==> config.mk <==
export PLATFORM = sky130hd
export DESIGN_NAME = rv32_mmio_uart_tx
export DESIGN_NICKNAME = d
export VERILOG_FILES = /design/src/rtl/rv32_mmio_uart_tx.sv
export SDC_FILE = /design/constraint.sdc
export NUM_CORES = 1
export LEC_CHECK = 0
export ABC_CLOCK_PERIOD_IN_PS = 9800
export CAP_MARGIN = 20
export CORE_MARGIN = 5
export CORE_UTILIZATION = 35
export DETAILED_ROUTE_END_ITERATION = 16
export SYNTH_ARGS = -nofsm -noshare
export SYNTH_HDL_FRONTEND = slang
export SYNTH_SLANG_ARGS = --single-unit
==> constraint.sdc <==
create_clock -name clk -period 9.8 [get_ports clk]
set_clock_uncertainty 0.05 [all_clocks]
set_input_delay 2.94 -clock clk [delete_from_list [all_inputs] [get_ports clk]]
set_output_delay 2.94 -clock clk [all_outputs]
set_load 0.02 [all_outputs]
==> src/rtl/rv32_mmio_uart_tx.sv <==
// Memory-mapped UART transmitter: a 16-byte register window on the core data bus
// feeding a small TX FIFO that is serialised as 8N1 frames on the tx pin.
module rv32_mmio_uart_tx #(
  parameter logic [31:0] BASE_ADDR     = 32'h8000_0000,
  parameter int unsigned CLK_DIV_RESET = 434,
  parameter int unsigned FIFO_DEPTH    = 8
) (
  input  logic        clk,
  input  logic        resetn,
  input  logic [31:0] data_request_addr,
  input  logic [1:0]  data_request_op,
  input  logic [31:0] data_request_data,
  output logic        request_done,
  output logic [31:0] data,
  output logic        tx,
  output logic        tx_idle
);

  localparam logic [1:0] MEM_NOP   = 2'd0;
  localparam logic [1:0] MEM_READ  = 2'd1;
  localparam logic [1:0] MEM_WRITE = 2'd2;
  localparam int PTR_W = $clog2(FIFO_DEPTH);
  localparam int CNT_W = PTR_W + 1;
  localparam logic [CNT_W-1:0] DEPTH_CNT = CNT_W'(FIFO_DEPTH);

  typedef enum logic [1:0] {IDLE, START, DATA, STOP} state_t;

  state_t            state, state_n;
  logic [15:0]       timer, timer_n;
  logic [2:0]        bit_idx, bit_n;
  logic [7:0]        shift, shift_n;
  logic              pop;

  logic [7:0]        mem [FIFO_DEPTH];
  logic [PTR_W-1:0]  wptr, rptr;
  logic [CNT_W-1:0]  count;
  logic              fifo_full, fifo_empty;

  logic [15:0]       divisor;
  logic              overflow;
  logic              hit, rd, wr, push;
  logic [1:0]        reg_idx;
  logic [31:0]       status, rdata;
  logic              unused_bits;

  assign unused_bits = ^{data_request_addr[1:0], data_request_data[31:16]};

  assign hit     = resetn && (data_request_op != MEM_NOP) &&
                   (data_request_addr[31:4] == BASE_ADDR[31:4]);
  assign rd      = hit && (data_request_op == MEM_READ);
  assign wr      = hit && (data_request_op == MEM_WRITE);
  assign reg_idx = data_request_addr[3:2];

  assign request_done = hit;

  assign fifo_full  = (count == DEPTH_CNT);
  assign fifo_empty = (count == '0);
  // A push against a full FIFO is dropped even when a pop happens on the same edge.
  assign push       = wr && (reg_idx == 2'd0) && !fifo_full;

  assign tx_idle = (state == IDLE) && fifo_empty;

  always_comb begin
    status       = '0;
    status[0]    = fifo_full;
    status[1]    = fifo_empty;
    status[2]    = (state != IDLE);
    status[3]    = overflow;
    status[11:8] = 4'(count);
  end

  always_comb begin
    rdata = '0;
    case (reg_idx)
      2'd1:    rdata = status;
      2'd2:    rdata = {16'd0, divisor};
      default: rdata = '0;
    endcase
  end

  always_ff @(posedge clk or negedge resetn) begin
    if (!resetn) begin
      data     <= '0;
      overflow <= 1'b0;
      divisor  <= 16'(CLK_DIV_RESET);
    end else begin
      if (rd) data <= rdata;
      if (rd && reg_idx == 2'd1) overflow <= 1'b0;
      else if (wr && reg_idx == 2'd0 && fifo_full) overflow <= 1'b1;
      if (wr && reg_idx == 2'd2)
        divisor <= (data_request_data[15:0] == 16'd0) ? 16'd1 : data_request_data[15:0];
    end
  end

  always_ff @(posedge clk) begin
    if (push) mem[wptr] <= data_request_data[7:0];
  end

  always_ff @(posedge clk or negedge resetn) begin
    if (!resetn) begin
      wptr  <= '0;
      rptr  <= '0;
      count <= '0;
    end else begin
      if (push) wptr <= wptr + 1'b1;
      if (pop)  rptr <= rptr + 1'b1;
      case ({push, pop})
        2'b10:   count <= count + 1'b1;
        2'b01:   count <= count - 1'b1;
        default: count <= count;
      endcase
    end
  end

  always_ff @(posedge clk or negedge resetn) begin
    if (!resetn) begin
      state   <= IDLE;
      timer   <= '0;
      bit_idx <= '0;
      shift   <= '0;
    end else begin
      state   <= state_n;
      timer   <= timer_n;
      bit_idx <= bit_n;
      shift   <= shift_n;
    end
  end

  // The bit timer is only reloaded at bit boundaries, so a divisor change lands on the next bit.
  always_comb begin
    state_n = state;
    timer_n = timer;
    bit_n   = bit_idx;
    shift_n = shift;
    pop     = 1'b0;
    tx      = 1'b1;
    case (state)
      IDLE: begin
        if (!fifo_empty) begin
          pop     = 1'b1;
          shift_n = mem[rptr];
          timer_n = divisor;
          state_n = START;
        end
      end
      START: begin
        tx = 1'b0;
        if (timer < 16'd2) begin
          timer_n = divisor;
          bit_n   = 3'd0;
          state_n = DATA;
        end else begin
          timer_n = timer - 16'd1;
        end
      end
      DATA: begin
        tx = shift[bit_idx];
        if (timer < 16'd2) begin
          timer_n = divisor;
          if (bit_idx == 3'd7) state_n = STOP;
          else                 bit_n   = bit_idx + 3'd1;
        end else begin
          timer_n = timer - 16'd1;
        end
      end
      STOP: begin
        if (timer < 16'd2) begin
          if (!fifo_empty) begin
            pop     = 1'b1;
            shift_n = mem[rptr];
            timer_n = divisor;
            state_n = START;
          end else begin
            state_n = IDLE;
          end
        end else begin
          timer_n = timer - 16'd1;
        end
      end
      default: state_n = IDLE;
    endcase
  end

endmodule

==> flow_summary.json, run 1 <==
{
  "status": "completed",
  "p_per_area_nw_per_um2": 211,
  "h-tree-depth": 4,
  "synthFlopType": "dfrtp_1",
  "syn_to_final_growth_pct": 22.3,
  "vdd.ir_drop.worst_mv": 0.111,
  "synth.ff_latch_count": 136,
  "hp-class": "flip-flop to flip-flop",
  "synth_edf_count": 64,
  "dr.pass1.iters": 4,
  "ctsLongestPathBuffers": 2,
  "synthArstFlopShare_pct": 52.9,
  "p_leak_nw": 3.22,
  "vias": 4411,
  "start_kind": "input port",
  "gr-max-usage-layer": "met2",
  "finalSetupTns_ns": 0,
  "ctsHoldBuffers": 0,
  "drt_wl_total_um": 15100,
  "cts.sinks": 136,
  "track_usage_pct": 14.2,
  "post_cts_buffers": 0,
  "hold_viol": 0,
  "viasPerCell": 5.27,
  "overflow": 0,
  "multi_input_comb_area_um2": 2720,
  "synth_seq_area_share_pct": 55.6,
  "numPlacedInstances": 805,
  "arrival_ns": 5.09,
  "slowest_stage": "clkdlybuf4s50_1",
  "die_height_um": 148,
  "cpMostUsedCell": "clkdlybuf4s50_1",
  "worst_pin_slew_ns": 0.926,
  "antenna_found_initial": 0,
  "met2_usage_pct": 22.8,
  "setup_violations": 0,
  "cts_root_buf": "clkbuf_16",
  "drt-initial-drc-count": 406,
  "grt_util_met1_pct": 19.3,
  "grt_pass1_vias": 4549,
  "clk_latency_ns": 0.42,
  "fin_crit_sh_pct": 82.4,
  "gp_congestion": 0.842,
  "fp-row-count": 50,
  "maxCapViolCount": 0,
  "grt_pass1_wl_um": 24500,
  "start_util_pct": 35.8,
  "grt_max_degree": 53,
  "period_minus_slack_ns": 8.08,
  "core_area_um2": 18800,
  "crit_required_ns": 6.81,
  "ys_warn_count": 0,
  "rsz0062_at_grt": "no",
  "fillers": 1704,
  "syn_area_um2": 6710,
  "cp_max_fo": 6,
  "synth.avg_cell_area_um2": 12.9,
  "final_cell_count_no_fill": 837,
  "dp_hpwl_um": 10600,
  "criticalPathCategory": "input port to primary output",
  "max_slew_margin_pct": 38.2,
  "insertedDiodeCount": 0,
  "dp_slack_ns": 1.73,
  "drv_slew": 0,
  "postRouteAntennaNets": 0,
  "cp-end-kind": "primary output",
  "critical_path.top_delay_family": "buffers and inverters",
  "path_buf_inv": 2,
  "synthDistinctLibCells": 63,
  "critPathMaxStageDelay_ns": 0.74,
  "clkTransAtPathRegs_ns": 0.06,
  "cts_resized": 0,
  "postSynthCellCount": 522,
  "grt_use_met3_pct": 3.02,
  "nets": 675,
  "setup_ws_ns": 1.72,
  "max_freq_mhz": 124,
  "num_io_pins": 103,
  "cp_cell_sequence": "clkdlybuf4s50_1, nor4_1, o211ai_1, nor3_1, clkdlybuf4s50_1",
  "drive_gt1_share_pct": 17.7,
  "fp.dieW_um": 148,
  "drc": 0,
  "cts_buffers": 17,
  "die_area_um2": 22000,
  "port_buffers": 68,
  "cts_tree": "built",
  "seq_area_um2": 3730,
  "wire_per_inst_um": 18.0
}
## final cells by class
class	count	area share, %
repair buffers	80	9.60
well taps	234	3.57
flip-flops and latches	136	45.4
clock buffers	17	5.18
multi-input cells	335	33.1
inverters	20	0.915
clock inverters	15	2.21
## cell usage after synthesis (3+ instances only)
library cell  number  area (um2)
ha_1              16         200
and2_1             4        25.0
inv_1             20        75.1
or3_1              3        18.8
xor2_1             7        61.3
mux4_2            18         405
a32oi_1            5        43.8
o311ai_0           4        35.0
o22ai_1            7        43.8
mux2_2            28         315
mux2i_1           28         280
edfxtp_1          64        1920
o21ai_0           15        75.1
buf_1              5        18.8
nor4_1            12        75.1
clkbuf_1          14        52.6
or4_1              6        45.0
dfrtp_1           67        1680
xnor2_1            8        70.1
o211ai_1           4        30.0
a22oi_1            6        45.0
a22o_1             5        43.8
nand2_1           30         113
a211o_1            3        26.3
buf_4             16         120
nor3_1            14        70.1
nor4b_1            7        61.3
buf_2             10        50.1
a21oi_1           18        90.1
nor2b_1            9        56.3
nor2_1            26        97.6
dfstp_2            5         131
## placed cells by master, fill, tap and decap left out, drive strengths merged, types with 5 or more instances in the layout
cell / count
nor2b: 9
a21oi: 20
nor3: 15
clkbuf: 17
a22oi: 6
nor4: 13
clkdlybuf4s50: 67
nor4b: 7
nand2: 30
o21ai: 15
dfstp: 5
or4: 7
conb: 16
mux2i: 28
ha: 16
inv: 29
dfrtp: 67
mux4: 18
xor2: 7
mux2: 28
a22o: 5
buf: 13
nor2: 26
a32oi: 5
xnor2: 8
o22ai: 8
edfxtp: 64
## power breakdown
group | switching [mW] | total [mW] | internal, mW
logic | 0.221 | 0.414 | 0.192
registers | 0.0326 | 0.663 | 0.630
clock network | 0.266 | 0.653 | 0.386
total | 0.520 | 1.73 | 1.21
## stage by stage
stage | power (mW) | hold WS (ns) | util (%) | area [um2]
floorplan | 0.971 | 0.401 | - | 6770
global placement | 1.06 | 0.429 | 40.4 | 7570
detailed placement | 1.09 | 0.422 | 40.5 | 7600
CTS | 1.75 | 0.444 | 43.7 | 8210
global route | 1.82 | 0.460 | 43.7 | 8210
finish | 1.73 | 0.447 | 43.7 | 8210
## per-layer routing
| metal | part of all wire (%) | routed length (um) | vias up |
|---|---|---|---|
| met3 | 5.9 | 886 | 16 |
| li1 | - | - | 2064 |
| met1 | 44 | 6700 | 2199 |
| met2 | 48 | 7290 | 132 |
| met4 | 1.4 | 210 | 0 |
| met5 | 0 | 0 | - |
## state kept, by name (all words and copies together) (netlist names)
name,cells
shift,8
state,2
wptr,3
timer,16
rptr,3
bit_idx,3
overflow,1
divisor,16
count,4
mem,64
data,16
## path summary, 6_finish.rpt
kind / from / slack [ns] / depth (start not counted) / to
max reg2reg: timer[6] / 6.45 / 11 / count[3]
max in group asynchronous: resetn / 6.34 / 2 / rptr[0]
min: timer[12] / 0.45 / 1 / timer[12]
min in group asynchronous: resetn / 2.38 / 1 / timer[13]
min reg2reg: timer[12] / 0.45 / 1 / timer[12]
max: data_request_addr[7] / 1.72 / 5 / request_done
## cells by family after synthesis
group                    count (synthesis)  synth area share, %
other                                    1               0.0559
multiplexers                            74                 14.9
XOR/XNOR                                15                 1.96
adder cells (fa/ha/maj)                 17                 3.28
AO/OA/AOI/OAI                           85                 8.88
AND/OR/NAND/NOR                        128                 10.4
buffers and inverters                   66                 4.89
flip-flops                             136                 55.6
(Power assumes the default switching activity.)
==> inputs of run 2 (changes only) <==
--- a/config.mk
+++ b/config.mk
@@ -5,7 +5,7 @@
 export SDC_FILE = /design/constraint.sdc
 export NUM_CORES = 1
 export LEC_CHECK = 0
-export ABC_CLOCK_PERIOD_IN_PS = 9800
+export ABC_CLOCK_PERIOD_IN_PS = 8000
 export CAP_MARGIN = 20
 export CORE_MARGIN = 5
 export CORE_UTILIZATION = 35
==> constraint.sdc (replaced) <==
create_clock -name clk -period 8 [get_ports clk]
set_clock_uncertainty 0.05 [all_clocks]
set_input_delay 2.4 -clock clk [delete_from_list [all_inputs] [get_ports clk]]
set_output_delay 2.4 -clock clk [all_outputs]
set_load 0.02 [all_outputs]
==> run 2 against run 1 <==
  * Total power grew 24%
  * Worst setup slack lost 0.34 ns
  * Combinational power grew 24%
  * Die area is the same
  * Critical path type unchanged
  * First-iteration DRC count shrank 28%
  * Clock-buffer cell count grew 1
  * Sequential cell count is the same
  * Clock power grew 24%
==> flow_summary.json, run 2 (synthesis gave the netlist of run 1 again) <==
{
  "overflow": 0,
  "slowest_stage": "clkdlybuf4s50_1",
  "drt_wl_total_um": 15100,
  "period_minus_slack_ns": 6.62,
  "drive_gt1_share_pct": 17.5,
  "largest_reg_flops": 64,
  "die_area_um2": 22000,
  "worstHoldStart": "timer[12]",
  "cts.sinks": 136,
  "final_cell_count_no_fill": 838,
  "cts_buffers": 17,
  "antenna_found_initial": 0,
  "drt-initial-drc-count": 294,
  "grt_pass1_vias": 4594,
  "cp-end-kind": "primary output",
  "final_util_pct": 43.8,
  "finalSetupTns_ns": 0,
  "critical_path.top_delay_family": "buffers and inverters",
  "arrival_ns": 4.17,
  "drv_slew": 0,
  "clock_power_share_pct": 38.0,
  "track_usage_pct": 14.2,
  "criticalPathCategory": "input port to primary output",
  "die_height_um": 148,
  "fp.dieW_um": 148,
  "power.internal_mw": 1.51,
  "gp_congestion": 0.844,
  "start_kind": "input port",
  "p_per_area_nw_per_um2": 260,
  "fillers": 1680,
  "hold_viol": 0,
  "ctsLongestPathBuffers": 2,
  "rr_startpoint": "timer[6]",
  "combPwrFrac_pct": 24.0,
  "maxCapViolCount": 0,
  "num_io_pins": 103,
  "post_cts_buffers": 0,
  "postRouteAntennaNets": 0,
  "drc": 0,
  "ctsHoldBuffers": 0,
  "cp_max_fo": 2,
  "regMostFlops": "mem",
  "path_buf_inv": 2,
  "wire_per_inst_um": 18.1,
  "cts_tree": "built",
  "numPlacedInstances": 806,
  "dp_hpwl_um": 10800,
  "insertedDiodeCount": 0,
  "final_cell_mix": "67 x dfrtp_1, 67 x clkdlybuf4s50_1, 64 x edfxtp_1",
  "clkTransAtPathRegs_ns": 0.06,
  "fp-row-count": 50,
  "cts_root_buf": "clkbuf_16",
  "crit_required_ns": 5.55,
  "rsz0062_at_grt": "no",
  "cts_resized": 0,
  "setup_violations": 0,
  "dr.pass1.iters": 5,
  "crit_path_start": "data_request_addr[21]",
  "max_slew_margin_pct": 38.8,
  "nets": 676,
  "switching_share_pct": 29.4,
  "start_util_pct": 35.8,
  "worst_pin_slew_ns": 0.918,
  "h-tree-depth": 4,
  "p_leak_nw": 3.23,
  "dp_slack_ns": 1.35,
  "critPathMaxStageDelay_ns": 0.67,
  "vias": 4463,
  "vdd.ir_drop.worst_mv": 0.148,
  "grt_pass1_wl_um": 24600,
  "power.switching_uw": 627,
  "max_freq_mhz": 151,
  "power_frac_seq_pct": 38.0,
  "grt_max_degree": 53,
  "cpMostUsedCell": "clkdlybuf4s50_1",
  "fin_crit_sh_pct": 82.8,
  "core_area_um2": 18800,
  "setup_ws_ns": 1.38,
  "power_mw": 2.14,
  "port_buffers": 68,
  "syn_to_final_growth_pct": 22.6,
  "status": "completed",
  "cp_cell_sequence": "clkdlybuf4s50_1, nor4b_1, nand4_1, nor3_1, clkdlybuf4s50_1",
  "hp-class": "flip-flop to flip-flop",
  "clk_latency_ns": 0.42,
  "viasPerCell": 5.33
}
[run 2: cell count changes in the layout (fill, tap and decap cells not counted), sizes merged]
cell      before  now
inv           29   26
clkinv         3    5
clkinvlp       1    0
clkbuf        17   18
buf           13   14
bufinv         2    3
[run 2: power groups by stage]
| stage | logic, mW | registers [mW] | clock network [mW] |
|---|---|---|---|
| after global placement | 0.475 | 0.829 | 0 |
| after CTS | 0.516 | 0.813 | 0.827 |
| after floorplan | 0.383 | 0.807 | 0 |
| final | 0.512 | 0.812 | 0.812 |
| after global routing | 0.565 | 0.818 | 0.857 |
| after detailed placement | 0.515 | 0.826 | 0 |
[run 2: area by class of cell]
type / instances / area [um2] / share of cell area [%]
Tap cell: 234 / 293 / 3.56
Clock inverter: 14 / 189 / 2.30
Clock buffer: 18 / 429 / 5.22
Sequential cell: 136 / 3730 / 45.3
Multi-Input combinational cell: 335 / 2720 / 33.0
Timing Repair Buffer: 81 / 796 / 9.67
Inverter: 20 / 75.1 / 0.913
[run 2: metrics by stage]
stage	hold slack, ns	instance area, um2
after floorplan	0.401	6770
after global placement	0.428	7580
after detailed placement	0.426	7610
after CTS	0.445	8230
after global routing	0.480	8230
final	0.452	8230
[run 2: per-layer routing]
metal  global-route usage [%]  vias to the layer above  routed length (um)
li1                         -                     2066                   -
met1                     18.7                     2252                6700
met5                        0                        -                   0
met3                     2.86                       20                 717
met2                     23.3                      125                7450
met4                     5.50                        0                 258
[run 2: worst paths after layout]
path / endpoint / depth (start not counted) / slack [ns]
setup / recovery: request_done / 5 / 1.38
hold / removal: timer[12] / 1 / 0.45
setup reg to reg: count[3] / 11 / 4.62
hold reg to reg: timer[12] / 1 / 0.45
max in group asynchronous: divisor[2] / 2 / 5.07
min in group asynchronous: timer[13] / 1 / 1.84
[run 2: worst register-to-register path, stage by stage (launching register included)]
cell and delay, ns:
dfrtp_1 0.42, or4_1 0.72, nor4_4 0.33, a21oi_1 0.15, nor3_2 0.35, ha_1 0.30, ha_1 0.25, a21o_1 0.18
a21oi_1 0.16, xnor2_1 0.13, nor2_1 0.07, xor2_1 0.14
==> inputs of run 3 (changes only) <==
--- a/config.mk
+++ b/config.mk
@@ -5,7 +5,7 @@
 export SDC_FILE = /design/constraint.sdc
 export NUM_CORES = 1
 export LEC_CHECK = 0
-export ABC_CLOCK_PERIOD_IN_PS = 8000
+export ABC_CLOCK_PERIOD_IN_PS = 5850
 export CAP_MARGIN = 20
 export CORE_MARGIN = 5
 export CORE_UTILIZATION = 35
==> constraint.sdc (replaced) <==
create_clock -name clk -period 5.85 [get_ports clk]
set_clock_uncertainty 0.05 [all_clocks]
set_input_delay 1.755 -clock clk [delete_from_list [all_inputs] [get_ports clk]]
set_output_delay 1.755 -clock clk [all_outputs]
set_load 0.02 [all_outputs]
==> run 3 against run 2 <==
  * Die area did not move
  * Largest cell class unchanged
  * Largest power group unchanged
  * Design area down 0.43%
  * Register-to-register slack worse by 2.1 ns
  * Global-route usage rose by 0.12 points
  * First-iteration DRC count down 16%
  * Hold slack worse by 0.0063 ns
  * Routed wire length decreased by 1.2%
==> flow_summary.json, run 3 (synthesis gave the netlist of run 1 again) <==
{
  "status": "completed",
  "cts_root_buf": "clkbuf_16",
  "fin_crit_sh_pct": 91.3,
  "core_area_um2": 18800,
  "dr.pass1.iters": 4,
  "fp-row-count": 50,
  "num_io_pins": 103,
  "finalSetupTns_ns": 0,
  "cts_tree": "built",
  "cts_resized": 0,
  "final_cell_area_um2": 8190,
  "cp_cell_sequence": "clkdlybuf4s50_1, nor4b_1, nand4_1, nor3_1, clkdlybuf4s50_1",
  "nets": 677,
  "crit_required_ns": 4.05,
  "p_per_area_nw_per_um2": 345,
  "final_cell_mix": "67 x dfrtp_1, 67 x clkdlybuf4s50_1, 64 x edfxtp_1",
  "switching_share_pct": 31.3,
  "post_cts_buffers": 0,
  "fp.dieW_um": 148,
  "grt_max_degree": 43,
  "h-tree-depth": 4,
  "ctsLongestPathBuffers": 2,
  "syn_to_final_growth_pct": 22.1,
  "drive_gt1_share_pct": 18.0,
  "drt-initial-drc-count": 248,
  "clkTransAtPathRegs_ns": 0.06,
  "port_buffers": 68,
  "vias": 4427,
  "hold_viol": 0,
  "start_kind": "input port",
  "largest_reg_flops": 64,
  "rsz0062_at_grt": "no",
  "worst_pin_slew_ns": 0.923,
  "start_util_pct": 35.8,
  "cts_buffers": 17,
  "regMostFlops": "mem",
  "gp_congestion": 0.857,
  "viasPerCell": 5.28,
  "p_leak_nw": 3.22,
  "grt_pass1_vias": 4698,
  "cp-end-kind": "primary output",
  "period_minus_slack_ns": 5.34,
  "power_frac_seq_pct": 39.2,
  "track_usage_pct": 14.3,
  "placed_area_um2": 7600,
  "criticalPathCategory": "input port to primary output",
  "seq_area_um2": 3730,
  "hp-class": "flip-flop to flip-flop",
  "multi_input_comb_area_um2": 2720,
  "drc": 0,
  "max_slew_margin_pct": 38.5,
  "power.internal_mw": 1.94,
  "ctsHoldBuffers": 0,
  "die_height_um": 148,
  "slowest_stage": "clkdlybuf4s50_1",
  "grt_pass1_wl_um": 24700,
  "overflow": 0,
  "postRouteAntennaNets": 0,
  "drt_wl_total_um": 14900,
  "power.switching_uw": 885,
  "vdd.ir_drop.worst_mv": 0.223,
  "cp_max_fo": 2,
  "wire_per_inst_um": 17.8,
  "critPathMaxStageDelay_ns": 0.66,
  "arrival_ns": 3.54,
  "fillers": 1712,
  "max_freq_mhz": 187,
  "clk_latency_ns": 0.42,
  "die_area_um2": 22000,
  "cpMostUsedCell": "clkdlybuf4s50_1",
  "drv_slew": 0,
  "cts.sinks": 136,
  "clock_power_share_pct": 36.3,
  "antenna_found_initial": 1,
  "maxCapViolCount": 0,
  "dp_hpwl_um": 10800,
  "setup_violations": 0,
  "insertedDiodeCount": 0,
  "combPwrFrac_pct": 24.5
}
-- run 3: path summary, 6_finish.rpt --
| check | startpoint | endpoint | slack [ns] | cells after the start |
|---|---|---|---|---|
| worst min register to register | timer[12] | timer[12] | 0.45 | 1 |
| max in group asynchronous | resetn | divisor[7] | 3.50 | 3 |
| worst max-delay path | data_request_addr[21] | request_done | 0.51 | 5 |
| min in group asynchronous | resetn | timer[12] | 1.36 | 2 |
| worst max register to register | timer[6] | count[3] | 2.52 | 11 |
| worst min-delay path | timer[12] | timer[12] | 0.45 | 1 |
-- run 3: metrics by stage --
stage	hold WS (ns)	total power [mW]	worst slack, ns	instances	util (%)
after detailed placement	0.428	1.82	0.479	807	40.5
final	0.446	2.83	0.509	839	43.6
after CTS	0.443	2.86	0.464	839	43.6
after global routing	0.467	2.98	0.250	839	43.6
after floorplan	0.401	1.63	1.12	537	-
after global placement	0.417	1.78	0.485	806	40.4
-- run 3: critical path, delay by kind of cell --
kind / cells / cell delay, ns
and+or+nand+nor: 3 / 0.72
buffers and inverters: 2 / 1.06
-- run 3: area by class of cell --
cell class                 instances  share of cell area (%)
multi-input combinational        335                    33.1
timing repair buffer              82                    9.65
clock inverter                    15                    1.99
clock buffer                      17                    5.19
inverter                          20                   0.916
sequential                       136                    45.5
tap                              234                    3.57
-- run 3: metal layers --
metal | GRT usage, % | up-vias | share of wire [%]
met5 | 0 | - | 0
met4 | 4.90 | 0 | 1.5
met3 | 3.53 | 12 | 5.1
met2 | 23.6 | 114 | 50
met1 | 18.5 | 2216 | 43
li1 | - | 2085 | -
-- run 3: power groups by stage --
stage	registers [mW]	clock network [mW]	logic (mW)
3_5_place_dp	1.13	0	0.694
5_1_grt	1.12	1.09	0.764
4_1_cts	1.11	1.05	0.697
6_report	1.11	1.03	0.693
2_1_floorplan	1.10	0	0.523
3_3_place_gp	1.13	0	0.650
